## src/rtl/dec_38_stream.sv

```systemverilog
// Small FIFO of 3-bit codes whose head is presented as an 8-bit one-hot word,
// with a sticky OR of every delivered word and a delivered-word counter.
module dec_38_stream #(
    parameter int DEPTH = 4
) (
    input  logic                       clk,
    input  logic                       rst_n,
    input  logic [2:0]                 in_code,
    input  logic                       in_valid,
    output logic                       in_ready,
    output logic [7:0]                 out_onehot,
    output logic                       out_valid,
    input  logic                       out_ready,
    input  logic                       clr,
    output logic [7:0]                 seen,
    output logic [7:0]                 xfer_cnt,
    output logic [$clog2(DEPTH):0]     level
);

    localparam int AW = $clog2(DEPTH);
    localparam int LW = AW + 1;

    // 3-to-8 decode; unknown codes map to an all-zero word
    function automatic logic [7:0] decode_code(input logic [2:0] code);
        logic [7:0] oh;
        case (code)
            3'd0:    oh = 8'h01;
            3'd1:    oh = 8'h02;
            3'd2:    oh = 8'h04;
            3'd3:    oh = 8'h08;
            3'd4:    oh = 8'h10;
            3'd5:    oh = 8'h20;
            3'd6:    oh = 8'h40;
            3'd7:    oh = 8'h80;
            default: oh = 8'h00;
        endcase
        return oh;
    endfunction

    logic [2:0]    mem_q [DEPTH];
    logic [AW-1:0] wr_ptr_q, wr_ptr_d;
    logic [AW-1:0] rd_ptr_q, rd_ptr_d;
    logic [LW-1:0] level_q, level_d;
    logic [7:0]    seen_q, seen_d;
    logic [7:0]    xfer_q, xfer_d;
    logic          rdy_en_q;
    logic          push_s;
    logic          pop_s;
    logic [7:0]    head_oh_s;

    // rdy_en_q holds in_ready low during reset and until the first clock edge after it
    assign in_ready   = rdy_en_q && (level_q != LW'(DEPTH));
    assign out_valid  = (level_q != {LW{1'b0}});
    assign head_oh_s  = decode_code(mem_q[rd_ptr_q]);
    assign out_onehot = out_valid ? head_oh_s : 8'h00;
    assign seen       = seen_q;
    assign xfer_cnt   = xfer_q;
    assign level      = level_q;
    assign push_s     = in_valid && in_ready;
    assign pop_s      = out_valid && out_ready;

    // next-state for pointers, occupancy and delivery statistics
    always_comb begin
        wr_ptr_d = wr_ptr_q;
        rd_ptr_d = rd_ptr_q;
        level_d  = level_q;
        seen_d   = seen_q;
        xfer_d   = xfer_q;

        if (push_s) begin
            wr_ptr_d = wr_ptr_q + AW'(1);
        end else begin
            wr_ptr_d = wr_ptr_q;
        end

        if (pop_s) begin
            rd_ptr_d = rd_ptr_q + AW'(1);
        end else begin
            rd_ptr_d = rd_ptr_q;
        end

        case ({push_s, pop_s})
            2'b10:   level_d = level_q + LW'(1);
            2'b01:   level_d = level_q - LW'(1);
            default: level_d = level_q;
        endcase

        // clr restarts the statistics but still counts a word popped in the same cycle
        if (clr) begin
            seen_d = pop_s ? out_onehot : 8'h00;
            xfer_d = pop_s ? 8'd1 : 8'd0;
        end else if (pop_s) begin
            seen_d = seen_q | out_onehot;
            xfer_d = xfer_q + 8'd1;
        end else begin
            seen_d = seen_q;
            xfer_d = xfer_q;
        end
    end

    // state registers, asynchronously cleared
    always_ff @(posedge clk or negedge rst_n) begin
        if (!rst_n) begin
            for (int i = 0; i < DEPTH; i++) begin
                mem_q[i] <= 3'd0;
            end
            wr_ptr_q <= {AW{1'b0}};
            rd_ptr_q <= {AW{1'b0}};
            level_q  <= {LW{1'b0}};
            seen_q   <= 8'h00;
            xfer_q   <= 8'h00;
            rdy_en_q <= 1'b0;
        end else begin
            if (push_s) begin
                mem_q[wr_ptr_q] <= in_code;
            end else begin
                mem_q[wr_ptr_q] <= mem_q[wr_ptr_q];
            end
            wr_ptr_q <= wr_ptr_d;
            rd_ptr_q <= rd_ptr_d;
            level_q  <= level_d;
            seen_q   <= seen_d;
            xfer_q   <= xfer_d;
            rdy_en_q <= 1'b1;
        end
    end

endmodule

```

## config.mk

```make
export PLATFORM = sky130hd
export DESIGN_NAME = dec_38_stream
export DESIGN_NICKNAME = d
export VERILOG_FILES = /design/src/rtl/dec_38_stream.sv
export SDC_FILE = /design/constraint.sdc
export NUM_CORES = 1
export LEC_CHECK = 0
export BUFFER_PORTS_ARGS = -buffer_cell sky130_fd_sc_hd__buf_2
export CAP_MARGIN = 20
export CORE_MARGIN = 5
export CORE_UTILIZATION = 45
export CTS_CLUSTER_DIAMETER = 40
export DETAILED_ROUTE_END_ITERATION = 10
export PLACE_DENSITY_LB_ADDON = 0.08
export RECOVER_POWER = 50
export REMOVE_ABC_BUFFERS = 1
export SETUP_SLACK_MARGIN = 0.4
export SLEW_MARGIN = 10
export SYNTH_ARGS = -nofsm -noshare
export SYNTH_HDL_FRONTEND = slang
export SYNTH_SLANG_ARGS = --single-unit
```

## constraint.sdc

```tcl
create_clock -name clk -period 3.5 [get_ports clk]
set_input_delay 0.875 -clock clk [delete_from_list [all_inputs] [get_ports clk]]
set_output_delay 0.875 -clock clk [all_outputs]
set_load 0.05 [all_outputs]
```

* Yosys cells after proc, flatten, opt, wreduce, memory -nomap -nowiden
Memory sizes are Yosys's and may differ from the RTL's. Cells that the tools add are included.
Cells by class: $add $sub $neg 5, magnitude comparators 3, eq/ne operators 3, mux-type cells 19, bitwise gates (word level) 3, reduce and logical (&&, ||, !) cells 7
Operator list (count):
- two-way mux 8 bit | 6
- bitwise mux 12 bit | 2
- two-way mux 3 bit | 5
- binary-select mux 3 bit (select 2 bit) | 2
- two-way mux 12 bit | 1
- adder 8 x 1 -> 8 bit, second input constant | 1
- bitwise OR 8 bit | 1
- demux 3 bit (select 2 bit) | 1
- greater-or-equal comparator 3 bit, second input constant | 2
- inverter 2 -> 3 bit | 2
- case mux 3 bit (2 select lines) | 1
- adder 2 x 1 -> 2 bit, second input constant | 2
- logical AND 1 bit | 4
- nonzero test 2 bit | 2
- adder 3 x 1 -> 3 bit, second input constant | 1
- < comparator 3 x 1 -> 1 bit, second input constant | 1
- != test 3 bit, second input constant | 1
- nonzero test 3 bit | 1
- subtractor 3 x 1 -> 3 bit, second input constant | 1
- == test 2 x 1 -> 1 bit, second input constant | 1
- == test 2 bit, second input constant | 1
- two-way mux 1 bit | 1
Storage, ports and cells: flip-flop bits (word level) 36, bits in read-only memories 64, bits of input ports 8, memories kept 1
Memories:
- (no name shown) | words 8, bits a word 8, read ports 1, clocked after memory_dff 0, wr ports 0, RTL line 26 | case (code)

* Depth between registers and ports, before layout
Gate-level depths: netlist (run 1). An unclocked memory read counts as a cell.
depth in word-level cells 9, depth in mapped cells 9, gate-level depth less buffers 9

* Worst setup path before layout (run 1)
Ideal clock, no wire load.
kind register to output, start point reg level_q[0], in the netlist level[0], end point out out_onehot[1], data arrival time 2.055 ns, required time 2.625 ns, slack 0.570 ns, stages on the path, launching flop included 5, cell sequence dfrtp_1 > nor3_1 > inv_1 > nand2_1 > nor2_1
Between the ends: longest elaborated chain between the ends 2
RTL lines:
- from (decl) | RTL line 43 | logic [LW-1:0] level_q, level_d;
- from (signal assigned) | RTL line 109 | level_q <= {LW{1'b0}};
- from (signal assigned) | RTL line 121 | level_q <= level_d;
- nonzero test 3 bit | RTL line 53 | assign out_valid = (level_q != {LW{1'b0}});
- named net out_valid | RTL line 12 | output logic out_valid,
- two-way mux 8 bit | RTL line 55 | assign out_onehot = out_valid ? head_oh_s : 8'h00;
- to (decl) | RTL line 11 | output logic [7:0] out_onehot,
The timed path passes the listed nets, and every way through them passes these cells.

* Final worst setup path (run 1)
start point reg mem_q[4] in the netlist's numbering, end point out out_onehot[0]
Between the ends: longest elaborated chain between the ends 5
RTL lines:
- from (decl) | RTL line 40 | logic [2:0] mem_q [DEPTH];
- from (signal, indexed assignment) | RTL line 115 | mem_q[wr_ptr_q] <= in_code;
- from (signal, indexed assignment) | RTL line 117 | mem_q[wr_ptr_q] <= mem_q[wr_ptr_q];
- binary-select mux 3 bit (select 2 bit) | RTL line 54 | assign head_oh_s = decode_code(mem_q[rd_ptr_q]);
- two-way mux 3 bit (implied by the code) (2 in a row) | RTL line 54
- memory read (8 x 8 bit)
- two-way mux 8 bit | RTL line 55
No other way between the ends. The select of a mux whose other input is x is not followed.

==> results of run 1 <==
[per-stage QoR]
stage,power (W),util,hold WS (ns),cells
floorplan,0.00173,-,0.522,182
global placement,0.00200,0.525,0.515,268
detailed placement,0.00204,0.525,0.517,268
CTS,0.00232,0.545,0.527,275
global route,0.00247,0.543,0.545,275
finish,0.00229,0.543,0.527,275
[cells in the mapped netlist, types with 2 or more instances]
library cell  count
o21ai_0           5
nand2_1          13
o31ai_1           3
o22ai_1           8
or2_2             4
nor2_1           23
and2_1            2
a21oi_1           6
mux4_2            8
or4_1             3
inv_1            16
dfrtp_1          36
xor2_1            3
a31oi_1          12
ha_1              6
xnor2_1           5
nand2b_1          9
nand3_1           5
clkbuf_1          2
[sequential cells by signal (all words and copies together) (netlist names)]
name      count
mem_q        12
seen          8
xfer_cnt      8
level         3
rd_ptr_q      2
wr_ptr_q      2
rdy_en_q      1
[cell families after synthesis]
group,synth area share
compound gates,0.117
xor+xnor,0.0367
fa+ha+maj,0.0498
buf+inv,0.0433
flops,0.472
mux,0.106
other cells,0.00197
simple gates,0.173
[worst min-delay path, delay by kind of cell (launching register included)]
family                 cells  cell delay (ns)
buffers and inverters      1             0.05
DFF                        1             0.37
AOI/OAI and AO/OA          1             0.06
[worst paths after layout]
check	to	from	cells past startpoint
setup / recovery	out_onehot[0]	mem_q[4]	4
hold / removal	seen[3]	seen[3]	2
setup reg to reg	level[2]	level[2]	8
hold reg to reg	seen[3]	seen[3]	2
max in group asynchronous	mem_q[3]	rst_n	1
min in group asynchronous	xfer_cnt[5]	rst_n	1
[layout make-up]
cell class / instances / share of cell area
sequential: 36 / 0.409
multi-input combinational: 129 / 0.417
timing repair buffer: 36 / 0.0812
tap: 50 / 0.0284
clock inverter: 1 / 0.00227
inverter: 17 / 0.0290
clock buffer: 6 / 0.0329
[power groups by stage]
stage / clock [W] / sequential [W] / combinational [W]
2_1_floorplan: 0 / 0.000900 / 0.000826
3_3_place_gp: 0 / 0.000748 / 0.00126
3_5_place_dp: 0 / 0.000761 / 0.00128
4_1_cts: 0.000282 / 0.000753 / 0.00128
5_1_grt: 0.000301 / 0.000779 / 0.00139
6_report: 0.000273 / 0.000749 / 0.00127
[routing by layer]
| metal | GRT usage | up-vias | wire (microns) |
|---|---|---|---|
| met5 | 0 | - | 0 |
| met3 | 0.0521 | 10 | 255 |
| li1 | - | 731 | - |
| met4 | 0.0593 | 0 | 78 |
| met2 | 0.281 | 44 | 1940 |
| met1 | 0.218 | 711 | 1860 |
==> impl_metrics.yaml, run 1 <==
detailed_routing:
  drc_errors: 0
  total_via_count_after_detailed_routing: 1496
  drt-total-wl_microns: 4140
  routed_wire_length_per_instance_microns: 15.0
  detail_route.iter0.violations: 69
  drt-pass1-iter-count: 4
  vias_per_cell: 5.44
  routed_antenna_nets: 0
timing:
  min_period_ns: 2.81
  rsz0062_at_grt: "false"
  worst_pin_slew_ns: 1.92
  setup_slack_ns: 0.689
  final.setup_skew_ns: 0.00698
  post-route-period-util: 0.803
  clock.fmax_mhz: 356
  tns_ns: 0
  maxSlewViolCount: 37
  setup_viol_count_final: 0
  relative_slew_margins: -0.281
  hold_viol_final: 0
power:
  power.internal_w: 0.00113
  clock_power_share: 0.119
  power_density_mw_per_mm2: 1040
  net-switching-power_w: 0.00116
  pwr-share-comb: 0.554
  cellLeakagePower_nw: 0.995
  swShare: 0.506
  ir_worst_vdd_mv: 0.384
  seq_power_share: 0.327
final_layout:
  finish.net_count: 240
  area_used_by_multi_input_combinational_logic_sq_um: 920
  drive_gt1_frac: 0.253
  regArea_sq_um: 901
  layout_commonest_cell: "dfrtp_1"
  final_cell_area_sq_mm: 0.00220
  syn2layout_area_growth_pct: 15.5
  final.fill_count: 380
  most-common-layout-cells: "dfrtp_1, buf_2, nor2_1"
  num_antenna_cells: 0
synth:
  postSynthCellCount: 185
  seq_area_frac_synth: 0.472
  synth.avg_cell_area_sq_um: 10.3
  synth.area.top_cells: "dfrtp_1, mux4_2, nor2_1, a31oi_1, ha_1"
  ys_dominant_reg_cell: "dfrtp_1"
  synth_area_sq_mm: 0.00191
  synth_top_area_frac: 0.472
  synthDominantAreaCellType: "dfrtp_1"
  yosysWarningCount: 0
  synth-edff-count: 0
  synth_seq_cells: 36
  ys_async_sr_fraction: 1.00
  post_synth_num_cell_types: 35
global_route:
  grt_pass1_wl_microns: 7310
  grt_overflow: 0
  track_usage: 0.173
  number_of_antenna_violations_at_the_first_check_in_global_routing: 0
  via_count_of_the_first_global_routing_pass: 1522
  grt_max_degree: 37
outcome:
  failed_checks: "max-capacitance violations, max-slew violations"
  run_status: "finished with violations"
critical_path:
  worst-setup-path-type: "register to output pin"
  cp_num_buf_inv: 1
  critPathRequiredTime_ns: 2.62
  critical-path-max-stage-delay_ns: 0.53
  crit_arrival_ns: 1.94
  worst_setup_path_end_kind: "output pin"
  crit_path_max_fanout: 6
  cp-start-kind: "register"
  crit_slowest_cell: "mux4_2"
  critical-path-top-delay-family: "multiplexers"
  r2r_setup_slack_ns: 0.73
  crit_chain: "or2_2 -> mux4_2 -> nor2_1 -> buf_2"
floorplanning:
  die_width_microns: 75.1
  die_height_microns: 75.1
  row_count: 23
  starting_density_of_the_core: 0.470
  design.portCount: 37
  core_sq_mm: 0.00406
  floorplan_die_area_sq_mm: 0.00564
clock_tree:
  clk_pin_slew_worst_paths_ns: 0.06
  ctsHtreeMaxLevel: 2
  cts.repair.resized: 0
  post_cts_buffers: 0
  cts.sink_count: 36
  clk_root_buffer_cell: "clkbuf_8"
  worst_skew_pair.late_latency_ns: 0.29
  cts_tree: "built"
  cts.hold.buffers_added: 0
  tritoncts.num_buffers: 5
  max_root_sink_buffers: 2
place:
  hpwlAfterDp_microns: 3160
  port-buffer-count: 36
  routabilityCongestion: 0.834
  pre_cts_slack_ns: 0.996
  placement.cell_area_sq_mm: 0.00213
run:
  maxCapViolCount: 1
worst_hold_path:
  hp-class: "register to register"
Power figures use the tool's default switching activity.
==> inputs of run 2 (changes only) <==
ABC_AREA = 1   (was unset)
clock period = 2.3 ns   (was 3.5 ns; I/O delays follow)
==> impl_metrics.yaml, run 2 <==
final_layout:
  finish.net_count: 364
  largest_register: "mem_q"
  layout_commonest_cell: "nand2_1"
  drive_gt1_frac: 0.323
  most-common-layout-cells: "nand2_1, nand3_1, dfrtp_1"
  syn2layout_area_growth_pct: 32.4
  regArea_sq_um: 903
  area_used_by_multi_input_combinational_logic_sq_mm: 0.00123
  final_cells: 417
  final_cell_area_sq_mm: 0.00294
  final.fill_count: 420
  largest_register_ffs: 12
  num_antenna_cells: 0
timing:
  min_period_ns: 2.23
  setup_slack_ns: 0.0722
  setup_viol_count_final: 0
  rsz0062_at_grt: "true"
  relative_slew_margins: 0.363
  hold_viol_final: 0
  fin_worst_hold_slack_ns: 0.413
  post-route-period-util: 0.969
  worst_pin_slew_ns: 0.955
  maxSlewViolCount: 0
  clock.fmax_mhz: 449
  final.setup_skew_ns: 0.00617
clock_tree:
  cts.hold.buffers_added: 0
  ctsHtreeMaxLevel: 2
  tritoncts.num_buffers: 5
  clk_pin_slew_worst_paths_ns: 0.07
  max_root_sink_buffers: 2
  clk_root_buffer_cell: "clkbuf_8"
  worst_skew_pair.late_latency_ns: 0.29
  cts.sink_count: 36
  cts_tree: "built"
critical_path:
  worst-setup-path-type: "register to output pin"
  crit_slowest_cell: "dfrtp_2"
  most_frequent_cell_on_the_critical_path: "nand2_1"
  critical-path-top-delay-family: "simple AND/OR/NAND/NOR gates"
  cp_num_buf_inv: 3
  critical-path-max-stage-delay_ns: 0.43
  crit_arrival_ns: 1.65
  crit_path_start: "rd_ptr_q[0]"
  path_depth: 9
  critPathCapture: "out_onehot[6]"
  timing.rr.start: "level[0]"
  worst_setup_path_end_kind: "output pin"
  critPathRequiredTime_ns: 1.73
  r2r_setup_slack_ns: 0.10
  regToRegEndpoint: "level[2]"
  cp-start-kind: "register"
  crit_path_max_fanout: 5
  worst-r2r-cell-count: 11
  crit_chain: "buf_12 -> nand2_1 -> nand2_1 -> nand2_1 -> nand2_2 -> nor2_4 -> inv_2 -> nor2_2 -> buf_6"
synth:
  ys_dominant_reg_cell: "dfrtp_1"
  yosysWarningCount: 0
  synth_area_sq_mm: 0.00222
  cell_with_the_most_instances_after_synthesis: "nand2_1"
  post_synth_num_cell_types: 29
  synthDominantAreaCellType: "dfrtp_1"
  synth.cells.most_frequent: "nand2_1, nand3_1, dfrtp_1, inv_1, nand4_1"
  seq_area_frac_synth: 0.405
  postSynthCellCount: 286
  ys_async_sr_fraction: 1.00
  synth.avg_cell_area_sq_um: 7.77
  synth.area.top_cells: "dfrtp_1, nand2_1, nand3_1, nand4_1, inv_1"
  synth_seq_cells: 36
  synth_top_area_frac: 0.405
  synth-edff-count: 0
detailed_routing:
  routed_antenna_nets: 0
  drc_errors: 0
  drt-total-wl_microns: 5770
  vias_per_cell: 5.17
  total_via_count_after_detailed_routing: 2154
  detail_route.iter0.violations: 100
  routed_wire_length_per_instance_microns: 13.8
  drt-pass1-iter-count: 6
global_route:
  track_usage: 0.187
  grt_max_degree: 19
  grt_overflow: 0
  number_of_antenna_violations_at_the_first_check_in_global_routing: 0
  grt_pass1_wl_microns: 9400
  via_count_of_the_first_global_routing_pass: 2038
place:
  routabilityCongestion: 0.786
  placed_cells: 386
  port-buffer-count: 36
  placement.cell_area_sq_mm: 0.00247
  hpwlAfterDp_microns: 3980
  pre_cts_slack_ns: 0.236
floorplanning:
  core_sq_mm: 0.00475
  die_width_microns: 80.3
  die_height_microns: 80.3
  starting_density_of_the_core: 0.467
  row_count: 25
  floorplan_die_area_sq_mm: 0.00644
  design.portCount: 37
run:
  maxCapViolCount: 0
outcome:
  run_status: "finished clean"
worst_hold_path:
  hp-class: "primary input to asynchronous set/reset pin"
## run 2: worst min path at each step
| stage | endpoint | slack, ns | cells after the start |
|---|---|---|---|
| finish | rdy_en_q | 0.41 | 1 |
| global route | rdy_en_q | 0.50 | 1 |
| CTS | xfer_cnt[3] | 0.21 | 1 |
| detailed placement | seen[4] | 0.47 | 2 |
| global placement | seen[1] | 0.46 | 2 |
| floorplan | level[0] | 0.28 | 0 |
## run 2: timing repair
item | 4_1_cts | 5_1_grt
endpoints found under the setup margin | 10 | 12
pin swaps | 8 | 8
setup buffers | 9 | 14
gates resized for setup | 38 | 26
## run 2: layer usage
metal  GRT usage  up-vias  wire length (microns)
met5           0        -                      0
met4      0.0591        0                     97
met3      0.0426       11                    294
met2       0.304       60                   2800
met1       0.245     1019                   2580
li1            -     1064                      -
## run 2: through the flow
| stage | TNS, ns | util |
|---|---|---|
| 2_1_floorplan | -1.91 | - |
| 3_3_place_gp | 0 | 0.519 |
| 3_5_place_dp | 0 | 0.519 |
| 4_1_cts | 0 | 0.588 |
| 5_1_grt | -0.00376 | 0.619 |
| 6_report | 0 | 0.619 |
## run 2: final cells by class
class,instances,share of cell area
timing repair buffer,63,0.152
tap,67,0.0285
sequential,36,0.307
multi-input combinational,207,0.417
clock inverter,1,0.0102
inverter,36,0.0527
clock buffer,7,0.0328
## run 2: cell families (layout without fill, tap and decap cells)
logic type	Yosys count	in the layout	synth area share
XOR/XNOR	4	4	0.0158
AO/OA/AOI/OAI	19	19	0.0473
adder cells (fa/ha/maj)	7	7	0.0428
AND/OR/NAND/NOR	176	176	0.399
buffers and inverters	43	107	0.0878
other	1	1	0.00169
flip-flops	36	36	0.405
## run 2: worst register-to-register path, cell delays in order, from the launching register on
cell,delay (ns)
dfrtp_1,0.37
inv_2,0.06
nand3_1,0.32
clkbuf_1,0.13
nand2_1,0.21
inv_8,0.12
ha_4,0.13
inv_2,0.04
fa_2,0.36
a21oi_2,0.12
o21ai_1,0.08
xor2_1,0.14
Power of run 2 is left out: the tool's default activity adds up to more than one toggle a clock period on the data nets, which glitch-free logic cannot reach.
==> inputs of run 3 (changes only) <==
CORE_ASPECT_RATIO = 0.75   (was unset)
CORE_UTILIZATION = 50   (was 45)
==> impl_metrics.yaml, run 3 (synthesis gave the netlist of run 2 again) <==
global_route:
  via_count_of_the_first_global_routing_pass: 1885
  grt_overflow: 0
  track_usage: 0.197
  grt_pass1_wl_microns: 8970
  number_of_antenna_violations_at_the_first_check_in_global_routing: 0
  grt_max_degree: 37
floorplanning:
  die_width_microns: 87.0
  starting_density_of_the_core: 0.506
  core_sq_mm: 0.00439
  floorplan_die_area_sq_mm: 0.00589
  row_count: 21
  die_height_microns: 67.7
  design.portCount: 37
clock_tree:
  tritoncts.num_buffers: 5
  clk_pin_slew_worst_paths_ns: 0.07
  worst_skew_pair.late_latency_ns: 0.29
  ctsHtreeMaxLevel: 2
  cts_tree: "built"
  max_root_sink_buffers: 2
  cts.sink_count: 36
  clk_root_buffer_cell: "clkbuf_8"
timing:
  final.setup_skew_ns: 0.00403
  min_period_ns: 2.21
  clock.fmax_mhz: 453
  rsz0062_at_grt: "true"
  hold_viol_final: 0
  setup_viol_count_final: 0
  maxSlewViolCount: 0
  worst_pin_slew_ns: 0.903
  setup_slack_ns: 0.0927
  post-route-period-util: 0.960
  relative_slew_margins: 0.398
final_layout:
  largest_register: "mem_q"
  drive_gt1_frac: 0.320
  num_antenna_cells: 0
  most-common-layout-cells: "nand2_1, nand3_1, dfrtp_1"
  layout_commonest_cell: "nand2_1"
  syn2layout_area_growth_pct: 29.2
  largest_register_ffs: 12
  finish.net_count: 358
critical_path:
  worst-setup-path-type: "register to output pin"
  crit_path_start: "rd_ptr_q[0]"
  worst-r2r-cell-count: 10
  crit_path_max_fanout: 8
  crit_arrival_ns: 1.63
  cp-start-kind: "register"
  regToRegEndpoint: "level[2]"
  critPathCapture: "out_onehot[2]"
  r2r_setup_slack_ns: 0.28
  worst_setup_path_end_kind: "output pin"
  crit_slowest_cell: "dfrtp_2"
  critPathRequiredTime_ns: 1.73
  timing.rr.start: "level[0]"
  critical-path-max-stage-delay_ns: 0.44
  crit_chain: "buf_12 -> clkinv_8 -> nand2_4 -> nand3_4 -> nand2_8 -> nor2_4 -> inv_2 -> nor2_2 -> buf_6"
place:
  routabilityCongestion: 0.841
  pre_cts_slack_ns: 0.183
  hpwlAfterDp_microns: 3860
  port-buffer-count: 36
run:
  maxCapViolCount: 0
detailed_routing:
  routed_antenna_nets: 0
  drc_errors: 0
  vias_per_cell: 5.21
  routed_wire_length_per_instance_microns: 14.0
  detail_route.iter0.violations: 130
  drt-pass1-iter-count: 4
  drt-total-wl_microns: 5620
  total_via_count_after_detailed_routing: 2091
outcome:
  run_status: "finished clean"
worst_hold_path:
  hp-class: "primary input to asynchronous set/reset pin"
## run 3: what timing repair did
action,CTS,global route
buffers inserted,9,10
hold buffers,0,0
pin swaps,5,5
setup endpoints to repair,10,12
gates resized for setup,40,17
## run 3: per-layer routing
| metal | vias to the layer above | global-route usage | share of wire |
|---|---|---|---|
| met5 | - | 0 | 0 |
| met4 | 0 | 0.0661 | 0.011 |
| met3 | 7 | 0.0366 | 0.057 |
| met2 | 59 | 0.295 | 0.46 |
| met1 | 975 | 0.285 | 0.48 |
| li1 | 1050 | - | - |
## run 3: worst min path at each step
stage                     slack [ns]  cells after the start          end
after floorplan                 0.28                      0     level[0]
after global placement          0.46                      2      seen[7]
after detailed placement        0.46                      2      seen[1]
after CTS                       0.39                      1     rdy_en_q
after global routing            0.49                      1  xfer_cnt[1]
final                           0.40                      1     mem_q[4]
## run 3: through the flow
step | area [sq um] | hold WS (ns) | utilization | setup TNS (ns) | std cells
after floorplan | 2170 | 0.279 | - | -1.91 | 279
after global placement | 2440 | 0.460 | 0.556 | 0 | 374
after detailed placement | 2440 | 0.464 | 0.556 | 0 | 374
after CTS | 2750 | 0.394 | 0.628 | 0 | 391
after global routing | 2870 | 0.490 | 0.654 | -0.00119 | 401
final | 2870 | 0.399 | 0.654 | 0 | 401
## run 3: worst max-delay path: cells and delay by family, from the launching register on
kind                   cells  cell delay (ns)
and+or+nand+nor            5             0.47
DFF                        1             0.44
buffers and inverters      4             0.43
## run 3: layout make-up
class	count	area, sq um
fillers	389	1520
multi-input cells	207	1230
flip-flops and latches	36	903
repair buffers	57	407
inverters	36	155
clock buffers	6	72.6
well taps	57	71.3
clock inverters	2	35.0
Power of run 3 is left out for the same reason.
